--- src/rtl/uart_tx.sv ---
// ----------------------------------------------------------------------------
// uart_tx
//
// UART transmitter with one CLK cycle per bit period and no oversampling.
// Each accepted request sends one frame on TX_OUT:
//   start bit (0), DATA_WIDTH data bits LSB first, an optional parity bit,
//   and one stop bit (1).
// The line idles high. Both outputs are registered so that TX_OUT is glitch-free.
//
// Ports
//   CLK         in   TX bit clock; all state updates on the rising edge.
//   RST         in   Asynchronous, active-low reset.
//   P_DATA      in   Word to transmit. It is latched on the accept edge.
//   Data_Valid  in   Transmit request. It is looked at only while idle.
//   PAR_EN      in   1 = append a parity bit. It is latched on the accept edge.
//   PAR_TYP     in   0 = even parity, 1 = odd parity. It is latched on the accept edge.
//   TX_OUT      out  Serial line. It is registered and idles high.
//   busy        out  Registered. It is high while a frame is on the line.
// ----------------------------------------------------------------------------
module uart_tx #(
    parameter int DATA_WIDTH = 8
) (
    input  logic                  CLK,
    input  logic                  RST,
    input  logic [DATA_WIDTH-1:0] P_DATA,
    input  logic                  Data_Valid,
    input  logic                  PAR_EN,
    input  logic                  PAR_TYP,
    output logic                  TX_OUT,
    output logic                  busy
);

    localparam int CNT_W = (DATA_WIDTH > 1) ? $clog2(DATA_WIDTH) : 1;
    localparam logic [CNT_W-1:0] LAST_BIT = CNT_W'(DATA_WIDTH - 1);

    typedef enum logic [2:0] {
        IDLE,
        START,
        DATA,
        PARITY,
        STOP
    } state_t;

    state_t                  state_reg,   state_next;
    logic [CNT_W-1:0]        bit_cnt_reg, bit_cnt_next;
    logic [DATA_WIDTH-1:0]   data_reg,    data_next;
    logic                    par_en_reg,  par_en_next;
    logic                    par_typ_reg, par_typ_next;
    logic                    tx_reg,      tx_next;
    logic                    busy_reg,    busy_next;
    logic                    parity_bit;

    // Even parity is the XOR of the data bits. Odd parity is its complement.
    assign parity_bit = (^data_reg) ^ par_typ_reg;

    always_ff @(posedge CLK or negedge RST) begin
        if (!RST) begin
            state_reg   <= IDLE;
            bit_cnt_reg <= '0;
            data_reg    <= '0;
            par_en_reg  <= 1'b0;
            par_typ_reg <= 1'b0;
            tx_reg      <= 1'b1;
            busy_reg    <= 1'b0;
        end else begin
            state_reg   <= state_next;
            bit_cnt_reg <= bit_cnt_next;
            data_reg    <= data_next;
            par_en_reg  <= par_en_next;
            par_typ_reg <= par_typ_next;
            tx_reg      <= tx_next;
            busy_reg    <= busy_next;
        end
    end

    // Next-state logic. The line value for the coming bit period is derived
    // from the state being entered, so it is registered together with the state.
    always_comb begin
        state_next   = state_reg;
        bit_cnt_next = bit_cnt_reg;
        data_next    = data_reg;
        par_en_next  = par_en_reg;
        par_typ_next = par_typ_reg;

        case (state_reg)
            IDLE: begin
                if (Data_Valid) begin
                    data_next    = P_DATA;
                    par_en_next  = PAR_EN;
                    par_typ_next = PAR_TYP;
                    bit_cnt_next = '0;
                    state_next   = START;
                end
            end
            START: begin
                state_next = DATA;
            end
            DATA: begin
                if (bit_cnt_reg == LAST_BIT) begin
                    state_next = par_en_reg ? PARITY : STOP;
                end else begin
                    bit_cnt_next = bit_cnt_reg + 1'b1;
                end
            end
            PARITY: begin
                state_next = STOP;
            end
            STOP: begin
                state_next = IDLE;
            end
            default: begin
                state_next = IDLE;
            end
        endcase

        // When START is entered, data_reg still holds the previous word.
        // This does not matter because the start bit is a constant 0.
        tx_next = 1'b1;
        case (state_next)
            START:   tx_next = 1'b0;
            DATA:    tx_next = data_reg[bit_cnt_next];
            PARITY:  tx_next = parity_bit;
            default: tx_next = 1'b1;
        endcase
        busy_next = (state_next != IDLE);
    end

    assign TX_OUT = tx_reg;
    assign busy   = busy_reg;

endmodule

--- config.mk ---
export PLATFORM = sky130hd
export DESIGN_NAME = uart_tx
export DESIGN_NICKNAME = d
export VERILOG_FILES = /design/src/rtl/uart_tx.sv
export SDC_FILE = /design/constraint.sdc
export NUM_CORES = 1
export LEC_CHECK = 0
export ABC_AREA = 1
export CAP_MARGIN = 20
export CORE_MARGIN = 5
export CORE_UTILIZATION = 56
export DETAILED_ROUTE_END_ITERATION = 8
export HOLD_SLACK_MARGIN = 0.1
export PLACE_DENSITY_LB_ADDON = 0.05
export SLEW_MARGIN = 30
export SYNTH_ARGS = -nofsm -noshare
export SYNTH_HDL_FRONTEND = slang
export SYNTH_SLANG_ARGS = --single-unit
--- constraint.sdc ---
create_clock -name CLK -period 3 [get_ports CLK]
set_clock_uncertainty 0.1 [all_clocks]
set_input_delay 0.75 -clock CLK [delete_from_list [all_inputs] [get_ports CLK]]
set_output_delay 0.75 -clock CLK [all_outputs]
set_load 0.05 [all_outputs]
==> metrics <==
status finished clean; core area 1730 um2; fin crit share 82.7%; Hold Crit Class flop to flop; setup TNS 0 ns; initial antenna violation count 0; MaxCap Viol Count 0; vias in the first global route 821; clock slew at the register clock pins of the worst setup and hold paths 0.10 ns; WS Path Type flop to output pin; post-synth top area cell dfrtp_1; Post-Syn Nets 147; ys async rst share 100%; max FFs per register 8; Multi-input gate area 452 um2; # diodes 0; Synth area leaders dfrtp_1 (42%), nand2_1 (13%), inv_1 (7.4%); Reg area 452 um2; first-pass GRT wire length 3510 um; GRT Util Overall 17.6%; YS warnings 0; Worst Setup End Kind output pin; Row Count 15; Yosys reg bits 18; DRC violations left 0; Num CTS Buffers 3; Compound-Gate Fraction of Synth Area 8.89%; Critical Path RT 2.15 ns; # setup viols final 0; RSZ-0062 raised after global routing false; Routability Congestion 0.789; crit-path cells clkdlybuf4s50_1; CTS resizes 0; R2R Setup Slk 1.28 ns; Mapped Avg Cell Area 7.62 um2; die span in x 52.5 um; Leak 0.615 nW; f_max 0.403 GHz; worst reg2reg endpoint TX_OUT; die area 2760 um2; final layout net count 165; CP max stage delay 0.80 ns; WHS Path Cells 2; Post-CTS Setup Bufs 0; post-synthesis sequential area ratio 44.6%; R2R depth 10; main combinational cell family by area after synthesis simple AND/OR/NAND/NOR gates; beginning of the critical path TX_OUT; IO Pins 15; fraction of layout cells with a size suffix above 1 12.7%; Antenna Nets Post-Route 0; Die Ht 52.5 um; Post-Synth XOR/XNOR Area 2.59%; Via density 4.82; Yosys top cell area share 42.0%; actual slew at the worst max-slew pin 0.823 ns; worst path bufs/invs 1; Area growth, synth to finish 18.8%; power per cell area 1070 nW/um2; VDD IR-drop max 0.566 mV; Post-Syn Instances 133; Worst setup SP type flop; post-DP HPWL 1490 um; post-synthesis simple-gate area fraction 31.9%; Post-synth EDFFs 0; CP max FO 1; Starting Density 58.7%; drt pass-1 iters 4; Final Max Slew Viols 0; GRT Residual Overflow 0; Layout Utilization 69.7%; CP delay by family, top buffers and inverters; relative slew slack 45.0%; Worst EP arrival 1.63 ns; reg2reg start bit_cnt_reg[0]; # H-tree levels 1; endpoints failing hold 0; Via Count 843; largest net degree at the start of global routing 21; routed len/inst 11.2 um; hold wc startpoint par_en_reg; most frequently used flop master after synthesis dfrtp_1; post-synthesis cell area 1010 um2; slowest CP cell clkdlybuf4s50_1; mux contribution to synthesized area 0%; Max clock buf depth 2; Worst Hold End par_en_reg; Yosys cell types 26; number of DRC markers in iteration 0 7; CTS tree built; worst-skew pair later-pin latency 0.30 ns; Root Buffer clkbuf_4; min Tclk post-route 2.48 ns; CTS sink cnt 18; WL final 1960 um; adder-cell area share of the yosys netlist 1.23%; input/output buffers 14; hold_buf cts 0; # fillers 154
==> cell usage after synthesis (2+ instances only) <==
cell,instances
nand2_1,36
inv_1,20
dfrtp_1,17
nand3_1,13
o21ai_0,11
nor2_1,8
inv_2,3
nor2_2,3
a31oi_1,2
nand3_2,2
nand3b_1,2
xnor2_1,2
==> worst reg2reg max path, cell delays in order (launching register included) <==
cell and delay (ns):
dfrtp_1 0.42, ha_1 0.24, nand2_1 0.16, nand2_1 0.07, o21ai_1 0.13, nor2_1 0.06, nor2_1 0.15, nand3_1 0.13
nand3_2 0.07, nand3_1 0.06, nand2_1 0.06
==> report_power, final <==
| part | switching, mW | internal [mW] | leakage (nW) |
|---|---|---|---|
| combinational | 0.450 | 0.271 | 0.378 |
| clock | 0.0774 | 0.0519 | 0.0150 |
| sequential | 0.0825 | 0.359 | 0.223 |
==> cells by family (layout without fill, tap and decap cells) <==
logic type	Yosys count	count (layout)
flops	18	18
fa+ha+maj	1	1
simple gates	69	69
xor+xnor	3	3
compound gates	16	16
buf+inv	26	43
==> cells in the final DEF, fill, tap and decap left out <==
master	count
nand2_1	36
inv_1	20
dfrtp_1	17
clkdlybuf4s50_1	14
nand3_1	13
o21ai_0	11
nor2_1	8
nor2_2	3
inv_2	3
clkbuf_4	3
nand3_2	2
a31oi_1	2
xnor2_1	2
nand3b_1	2
dfstp_2	1
nor3_1	1
o21ai_1	1
o21ai_2	1
nor3_2	1
inv_6	1
nand2_2	1
a31o_2	1
nand2_4	1
xor2_1	1
nand2b_1	1
ha_1	1
clkbuf_1	1
buf_4	1
==> cell type report <==
type                    instances  share of cell area, %
multi-input cells              89                   37.5
clock buffers                   4                   2.18
repair buffers                 15                   12.3
well taps                      25                   2.60
inverters                      24                   7.90
flip-flops and latches         18                   37.5
==> metal layers <==
metal,wire [um],vias to the layer above,GRT usage [%]
li1,-,450,-
met1,929,369,22.7
met2,900,19,28.5
met3,84,5,2.56
met4,46,0,8.94
met5,0,-,0
==> per-stage QoR <==
stage               hold slack [ns]  worst slack, ns  instance area, um2  total power [mW]  std cells
CTS                           0.417            0.512                1200              1.30        175
global placement              0.378            0.840                1180              1.14        171
detailed placement            0.391            0.797                1180              1.16        171
finish                        0.418            0.519                1200              1.29        175
global route                  0.453            0.484                1200              1.42        175
floorplan                     0.342             1.38                1010              1.00        133
==> worst max-delay path by stage <==
stage / slack (ns) / depth (start not counted) / end
after floorplan: 1.38 / 10 / TX_OUT
after global placement: 0.84 / 9 / TX_OUT
after detailed placement: 0.80 / 11 / TX_OUT
after CTS: 0.51 / 1 / TX_OUT
after global routing: 0.48 / 1 / TX_OUT
final: 0.52 / 1 / TX_OUT
(Power assumes the default switching activity.)
